### src/rtl/ariane_regfile_pkg.sv
// Shared types and helpers for the integer register file write side.
package ariane_regfile_pkg;

  localparam int unsigned REG_ADDR_W = 5;
  localparam int unsigned NR_REGS    = 32;
  localparam int unsigned XLEN       = 64;

  typedef struct packed {
    logic [REG_ADDR_W-1:0] addr;
    logic [XLEN-1:0]       data;
  } wb_req_t;

  function automatic logic [NR_REGS-1:0] onehot_reg(input logic [REG_ADDR_W-1:0] addr);
    return NR_REGS'(1) << addr;
  endfunction

endpackage

### src/rtl/ariane_rr_multi_grant.sv
// Combinational multi-grant round-robin picker; a slot whose address matches
// an earlier grant in scan order is held back this cycle.
module ariane_rr_multi_grant
  import ariane_regfile_pkg::*;
#(
  parameter int unsigned NR_SRC   = 4,
  parameter int unsigned NR_PORTS = 2,
  localparam int unsigned PTR_W   = (NR_SRC > 1) ? $clog2(NR_SRC) : 1
) (
  input  logic [NR_SRC-1:0]                  held,
  input  logic [NR_SRC-1:0][REG_ADDR_W-1:0]  addrs,
  input  logic [PTR_W-1:0]                   rr_ptr,
  output logic [NR_SRC-1:0]                  grant,
  output logic [NR_PORTS-1:0]                port_vld,
  output logic [NR_PORTS-1:0][PTR_W-1:0]     port_idx,
  output logic                               any_grant,
  output logic [PTR_W-1:0]                   last_idx
);

  always_comb begin
    logic [NR_SRC-1:0]              grant_v;
    logic [NR_PORTS-1:0]            vld_v;
    logic [NR_PORTS-1:0][PTR_W-1:0] idx_v;
    logic [PTR_W:0]                 sum;
    logic [PTR_W-1:0]               idx;
    logic                           conflict;
    int unsigned                    n_grant;
    grant_v   = '0;
    vld_v     = '0;
    idx_v     = '0;
    sum       = '0;
    idx       = '0;
    conflict  = 1'b0;
    n_grant   = 0;
    any_grant = 1'b0;
    last_idx  = '0;
    for (int unsigned k = 0; k < NR_SRC; k++) begin
      sum = {1'b0, rr_ptr} + (PTR_W+1)'(k);
      if (sum >= (PTR_W+1)'(NR_SRC)) sum = sum - (PTR_W+1)'(NR_SRC);
      idx = PTR_W'(sum);
      conflict = 1'b0;
      for (int unsigned j = 0; j < NR_SRC; j++) begin
        if (grant_v[j] && (addrs[j] == addrs[idx])) conflict = 1'b1;
      end
      if (held[idx] && !conflict && (n_grant < NR_PORTS)) begin
        grant_v[idx] = 1'b1;
        for (int unsigned p = 0; p < NR_PORTS; p++) begin
          if (p == n_grant) begin
            vld_v[p] = 1'b1;
            idx_v[p] = idx;
          end
        end
        n_grant   = n_grant + 1;
        any_grant = 1'b1;
        last_idx  = idx;
      end
    end
    grant    = grant_v;
    port_vld = vld_v;
    port_idx = idx_v;
  end

endmodule

### src/rtl/ariane_regfile_wb_arbiter.sv
// Collects writeback requests into one-entry slots per source and drives the
// register file write ports from a round-robin multi-grant arbiter.
module ariane_regfile_wb_arbiter
  import ariane_regfile_pkg::*;
#(
  parameter int unsigned DATA_WIDTH     = XLEN,
  parameter int unsigned NR_WB_PORTS    = 4,
  parameter int unsigned NR_WRITE_PORTS = 2,
  parameter bit          ZERO_REG_ZERO  = 1'b1
) (
  input  logic                                        clk_i,
  input  logic                                        rst_i,
  input  logic [NR_WB_PORTS-1:0]                      wb_valid_i,
  output logic [NR_WB_PORTS-1:0]                      wb_ready_o,
  input  logic [NR_WB_PORTS-1:0][REG_ADDR_W-1:0]      wb_addr_i,
  input  logic [NR_WB_PORTS-1:0][DATA_WIDTH-1:0]      wb_data_i,
  output logic [NR_WRITE_PORTS-1:0]                   we_o,
  output logic [NR_WRITE_PORTS-1:0][REG_ADDR_W-1:0]   waddr_o,
  output logic [NR_WRITE_PORTS-1:0][DATA_WIDTH-1:0]   wdata_o,
  output logic [NR_REGS-1:0]                          pending_o
);

  localparam int unsigned PTR_W = (NR_WB_PORTS > 1) ? $clog2(NR_WB_PORTS) : 1;

  wb_req_t [NR_WB_PORTS-1:0]              slot_q;
  logic    [NR_WB_PORTS-1:0]              held_q;
  logic    [PTR_W-1:0]                    rr_ptr_q;
  logic    [NR_WB_PORTS-1:0][REG_ADDR_W-1:0] slot_addr;
  logic    [NR_WB_PORTS-1:0]              grant;
  logic    [NR_WRITE_PORTS-1:0]           port_vld;
  logic    [NR_WRITE_PORTS-1:0][PTR_W-1:0] port_idx;
  logic                                   any_grant;
  logic    [PTR_W-1:0]                    last_idx;

  always_comb begin
    for (int unsigned i = 0; i < NR_WB_PORTS; i++) slot_addr[i] = slot_q[i].addr;
  end

  ariane_rr_multi_grant #(
    .NR_SRC   (NR_WB_PORTS),
    .NR_PORTS (NR_WRITE_PORTS)
  ) i_picker (
    .held      (held_q),
    .addrs     (slot_addr),
    .rr_ptr    (rr_ptr_q),
    .grant     (grant),
    .port_vld  (port_vld),
    .port_idx  (port_idx),
    .any_grant (any_grant),
    .last_idx  (last_idx)
  );

  // A slot draining this cycle can take a new request in the same cycle.
  assign wb_ready_o = ~held_q | grant;

  always_comb begin
    pending_o = '0;
    for (int unsigned i = 0; i < NR_WB_PORTS; i++) begin
      if (held_q[i]) pending_o = pending_o | onehot_reg(slot_q[i].addr);
    end
  end

  always_ff @(posedge clk_i) begin
    if (rst_i) begin
      slot_q   <= '0;
      held_q   <= '0;
      rr_ptr_q <= '0;
      we_o     <= '0;
      waddr_o  <= '0;
      wdata_o  <= '0;
    end else begin
      for (int unsigned i = 0; i < NR_WB_PORTS; i++) begin
        if (wb_valid_i[i] && wb_ready_o[i]) begin
          // x0 writes are consumed without occupying the slot.
          held_q[i] <= !(ZERO_REG_ZERO && (wb_addr_i[i] == '0));
          slot_q[i] <= '{addr: wb_addr_i[i], data: XLEN'(wb_data_i[i])};
        end else if (grant[i]) begin
          held_q[i] <= 1'b0;
        end
      end
      we_o <= port_vld;
      for (int unsigned p = 0; p < NR_WRITE_PORTS; p++) begin
        if (port_vld[p]) begin
          waddr_o[p] <= slot_q[port_idx[p]].addr;
          wdata_o[p] <= DATA_WIDTH'(slot_q[port_idx[p]].data);
        end
      end
      if (any_grant) begin
        rr_ptr_q <= (last_idx == PTR_W'(NR_WB_PORTS - 1)) ? '0 : last_idx + PTR_W'(1);
      end
    end
  end

endmodule
### config.mk
export PLATFORM = sky130hd
export DESIGN_NAME = ariane_regfile_wb_arbiter
export DESIGN_NICKNAME = d
export VERILOG_FILES = /design/src/rtl/ariane_regfile_pkg.sv /design/src/rtl/ariane_rr_multi_grant.sv /design/src/rtl/ariane_regfile_wb_arbiter.sv
export SDC_FILE = /design/constraint.sdc
export NUM_CORES = 1
export LEC_CHECK = 0
export CAP_MARGIN = 10
export CELL_PAD_IN_SITES_DETAIL_PLACEMENT = 2
export CELL_PAD_IN_SITES_GLOBAL_PLACEMENT = 2
export CORE_MARGIN = 2
export CORE_UTILIZATION = 32
export DETAILED_ROUTE_END_ITERATION = 8
export PLACE_DENSITY_LB_ADDON = 0.1
export REMOVE_ABC_BUFFERS = 1
export SYNTH_ARGS = -nofsm -noshare
export SYNTH_HDL_FRONTEND = slang
export SYNTH_HIERARCHICAL = 1
export SYNTH_SLANG_ARGS = --single-unit
### constraint.sdc
create_clock -name clk_i -period 9.05 [get_ports clk_i]
set_input_delay 1.81 -clock clk_i [delete_from_list [all_inputs] [get_ports clk_i]]
set_output_delay 1.81 -clock clk_i [all_outputs]
set_load 0.05 [all_outputs]
======== Word-level counts from Yosys, hierarchy flattened ========
Cells that the tools add are included.
storage, ports and cells
  bits in registers ....................... 422
  latch bits .............................. 0
  memory bits (writable) .................. 0
  ROM bits ................................ 0
  output and inout port bits .............. 176
  logic and storage cells ................. 205
  memories kept ........................... 0
cells by class
  add/sub/neg operators ................... 10
  $mul .................................... 0
  divide/modulo/power cells ............... 0
  order comparisons ....................... 17
  eq/ne operators ......................... 16
  shifts and indexed selects .............. 4
  muxes and demuxes ....................... 88
  bitwise logic cells ..................... 8
  reductions and logical operators ........ 44
operators with widths
  kind                                                                count
  binary-select mux 69 bit (select 2 bit)                             2
  2-to-1 mux 32 bit                                                   6
  2-to-1 mux 69 bit                                                   2
  left shift 1 x 5 -> 32 bit (first input constant)                   4
  logical NOT 32 bit                                                  3
  bitwise OR 32 bit                                                   3
  == test 1 x 32 -> 1 bit (first input constant)                      2
  < comparator 32 x 2 -> 1 bit (second input constant)                2
  == test 5 bit                                                       12
  2-to-1 mux 1 bit                                                    39
  2-to-1 mux 2 bit                                                    18
  adder 32 x 1 -> 32 bit (second input constant)                      1
  binary-select mux 5 bit (select 2 bit)                              3
  2-to-1 mux 4 bit                                                    7
  logical AND 1 bit                                                   26
  logical NOT 5 bit                                                   4
  < comparator 2 x 3 -> 1 bit (second input constant)                 6
  bitwise OR 4 bit                                                    4
  2-to-1 mux 5 bit                                                    3
  greater-or-equal comparator 3 bit (second input constant)           3
  binary-select mux 1 bit (select 2 bit)                              4
  demux 1 bit (select 2 bit)                                          4
  greater-or-equal comparator 2 x 1 -> 1 bit (second input constant)  4
  nonzero test 2 bit                                                  4
  11 further kinds                                                    21

======== Logic depth before layout (Yosys ltp) ========
  depth after elaboration ................. 37
  mapped depth ............................ 30
  mapped depth without buffers ............ 22

======== Cells and area by module ========
The synthesis kept the hierarchy.
by module, submodules not included
  module                     instances  cells each  area an instance (µm²)  sequential area each (µm²)
  ariane_regfile_wb_arbiter  1          2074        19834.0                 8448.1
  ariane_rr_multi_grant      1          267         2014.4                  0.0

======== Worst setup path before layout ========
OpenSTA, ideal clock, no wires.
  path kind ............................... register to output
  start ................................... reg rr_ptr_q[0]
  end ..................................... out wb_ready_o[0]
  data arrival time ....................... 5.615 ns
  required time ........................... 7.240 ns
  slack ................................... 1.625 ns
  cell stages (with the launch flop) ...... 27
  buffers on the path ..................... 11
  cell sequence ........................... dfxtp_1 buf_6 buf_6 inv_1 buf_2 ha_1 buf_2 clkbuf_1 buf_1 a31oi_1 nor3_4 clkbuf_1 ha_1 nand2b_1 or4_1 a21oi_4 clkbuf_1 fa_1 nor2b_1 nand3_1 a221o_1 buf_4 o21ai_0 nor2b_1 buf_2 inv_2 clkbuf_1
between the ends
  word-level cells in the longest chain between the ends .. 35
ends and longest elaborated chain
  element                                                        line                             RTL
  from (decl)                                                    ariane_regfile_wb_arbiter.sv:27  logic [PTR_W-1:0] rr_ptr_q;
  from (signal assigned)                                         ariane_regfile_wb_arbiter.sv:89  rr_ptr_q <= (last_idx == PTR_W'(NR_WB_PORTS - 1)) ? '0 : last_idx + PTR_W'(1);
  branches (longest 33 deep; another with adder 2 x 1 -> 3 bit)  --
  2-to-1 mux 4 bit (*)                                           ariane_rr_multi_grant.sv:45      if (held[idx] && !conflict && (n_grant < NR_PORTS)) begin
  named net grant[0]                                             ariane_regfile_wb_arbiter.sv:29  logic [NR_WB_PORTS-1:0] grant;
  bitwise OR 4 bit (*)                                           ariane_regfile_wb_arbiter.sv:54  assign wb_ready_o = ~held_q | grant;
  to (decl)                                                      ariane_regfile_wb_arbiter.sv:14  output logic [NR_WB_PORTS-1:0] wb_ready_o,
Mark *: on every way through the listed nets, which the timed path passes. The select of a mux whose other input is x is not followed.

======== Worst setup path in the final report ========
  start ................................... reg rr_ptr_q[1]
  end ..................................... out wb_ready_o[3]
Same word-level chain as after synthesis.

==> reports/qor.yml <==
yosys:
  netlist_area_sq_um: 21800
  synth_top_area_cell: "dfxtp_1"
  synthTopCellsByArea: "dfxtp_1, mux4_2, mux2i_1"
  synthArstFlopShare: 0
  synth_ff_type: "dfxtp_1"
  synth_seq_area_share: 0.387
  ys_types: 77
  yosysTopAreaCellShare: 0.387
  synth_common_cells: "dfxtp_1, o21ai_0, nand3_1"
  ys_seq_elements: 422
  yosysMostFrequentCell: "dfxtp_1"
  postSynthAreaPerCell_sq_um: 9.33
  synth_edf_count: 0
  ys_warn_count: 6
  syn_inst: 2341
finish:
  final_nets: 2929
  layout-drive-gt1-share: 0.120
  fin_area_sq_um: 28600
  area_growth_pct: 30.8
  fillers: 7080
placement:
  port_buffers: 457
  dp_slack_ns: 1.32
  placed_area_sq_um: 26900
  place_congestion: 0.854
  hpwl_microns: 67500
timing:
  worst_pin_slew_ns: 1.17
  whs_ns: 0.492
  period_needed_ns: 8.36
  period_share: 0.924
  rsz0062_at_grt: "no"
  hold_violations: 0
  slew_viol_final: 0
  setup_ws_ns: 0.685
  max_freq_mhz: 120
  setup_viol_count_final: 0
  relSlewSlack: 0.223
  clock_skew_ns: 0.0344
floorplan:
  rows: 95
  boundaryPins: 458
  fp.dieW_microns: 265
  die_height_microns: 265
  coreArea_sq_um: 67400
  die_area_sq_um: 70400
  start_util: 0.324
worst_setup_path:
  startpoint_type: "flip-flop"
  worst_path_max_delay_cell: "dfxtp_1"
  critPathCaptureType: "output port"
  slowest_delay_ns: 0.79
  required_ns: 7.24
  critical_path_class: "flip-flop to output port"
  critical_path.max_fanout: 21
  r2r_cells: 21
  cp_num_buf_inv: 5
  crit_cells: 19
  path_delay_family: "compound AO/OA/AOI/OAI gates"
  critPathArrivalTime_ns: 6.55
  path_cells: "inv_1, ha_1, buf_4, inv_1, a311o_1, o22ai_1, nor3_4, ha_1, nand2b_1, or4_1, a21oi_4, fa_1, nor2b_1, nand3_1, a221o_1, o21ai_0, nor2b_4, clkinv_2, buf_4"
clock_network:
  cts_made_buffers: 50
  clock_latency_ns: 0.62
  cts_resized: 0
  path_clk_slew_ns: 0.06
  cts_tree: "yes"
  htree_levels: 2
  clock-sinks: 422
  holdBufCountCts: 0
  cts-root-buf: "clkbuf_16"
  clk_path_buf_depth: 3
  postCtsSetupBuffers: 0
global_routing:
  busiest_layer: "met2"
  use_met1: 0.380
  grt_remaining_overflow: 0
  use_met3: 0.0569
  grt_max_degree: 176
  grt.met2_usage: 0.518
  grt_pass1_vias: 23500
  antenna_found_initial: 30
  track_usage: 0.303
  grt_pass1_wl_microns: 160000
detailed_routing:
  drt_first_pass_iters: 5
  drtIter0Drc: 1625
  vias_per_cell: 6.00
  route.final.wire_length_microns: 109000
  wl_per_cell_microns: 30.5
  drc_errors: 0
  drtAntennaViolNets: 0
  vias: 21400
pwr:
  p_total_mw: 11.1
  cellPowerDensity_nw_per_um2: 389
  ir_drop_mv: 0.694
  leakagePower_nw: 10.0
flow_run:
  max_cap_violations: 0
run_status:
  status: "completed"
min_path:
  hp-class: "flip-flop to flip-flop"
  hold-path-cell-count: 2
-- per-layer routing --
metal	part of all wire	vias to the layer above
met3	0.055	182
met1	0.42	11300
met5	0.0014	-
met2	0.50	669
li1	-	9235
met4	0.030	22
-- worst paths after layout --
path / to / slack, ns / start
setup reg to reg: slot_q[209] / 1.76 / rr_ptr_q[1]
hold reg to reg: wdata_o[61] / 0.49 / wdata_o[61]
hold / removal: wdata_o[61] / 0.49 / wdata_o[61]
setup / recovery: wb_ready_o[3] / 0.69 / rr_ptr_q[1]
-- power by group --
part	switching (mW)	total (mW)	internal (mW)
Clock	0.861	2.05	1.19
Sequential	0.301	2.53	2.23
Combinational	4.07	6.52	2.45
-- registers in the layout, indices dropped and copies added (netlist names) --
register   flops
slot_addr     20
rr_ptr_q       2
we_o           2
held_q         4
wdata_o      128
waddr_o       10
slot_q       256
-- cells in the final DEF, fill, tap and decap left out, types with 7 or more instances in the layout --
cell type	n
mux2i_1	162
nor2_1	159
diode_2	19
inv_1	15
nand2b_1	7
mux4_2	142
dfxtp_1	421
nor2b_1	13
o22ai_1	18
o21ai_0	295
nor3_1	9
buf_4	54
o221ai_1	8
nand4b_1	7
clkbuf_16	50
ha_1	12
a22oi_1	12
clkbuf_8	21
clkbuf_1	12
clkdlybuf4s50_1	448
a221o_1	16
xnor2_1	46
clkinv_2	8
a21oi_1	285
nand2_1	30
nand3_1	286
-- cell families (layout without fill, tap and decap cells) --
group | after synthesis | count (layout) | share of synthesized area
xor+xnor | 52 | 52 | 0.0208
buf+inv | 291 | 622 | 0.0582
fa+ha+maj | 13 | 13 | 0.00779
flops | 422 | 422 | 0.387
simple gates | 559 | 559 | 0.127
compound gates | 694 | 694 | 0.176
mux | 310 | 310 | 0.224
other cells | 0 | 19 | 0
-- tightest hold or removal path, cell delays in order (launching register included) --
cell and delay, ns:
dfxtp_1 0.32, mux2i_1 0.07, nor2_1 0.07
-- metrics by stage --
| step | std cells | util | setup TNS (ns) |
|---|---|---|---|
| 5_1_grt | 3562 | 0.424 | 0 |
| 2_1_floorplan | 2074 | - | -597.41 |
| 6_report | 3564 | 0.424 | 0 |
| 3_5_place_dp | 3455 | 0.399 | 0 |
| 3_3_place_gp | 3455 | 0.399 | 0 |
| 4_1_cts | 3545 | 0.423 | 0 |
-- area by class of cell --
cell class	instances	area, sq um	share of cell area
Inverter	24	95.1	0.00333
Clock buffer	83	1590	0.0555
Clock inverter	7	65.1	0.00228
Timing Repair Buffer	508	5000	0.175
Tap cell	873	1090	0.0382
Antenna cell	19	47.5	0.00166
Multi-Input combinational cell	1628	12200	0.428
Sequential cell	422	8450	0.296
No activity file was read; power rests on OpenSTA's default activity.
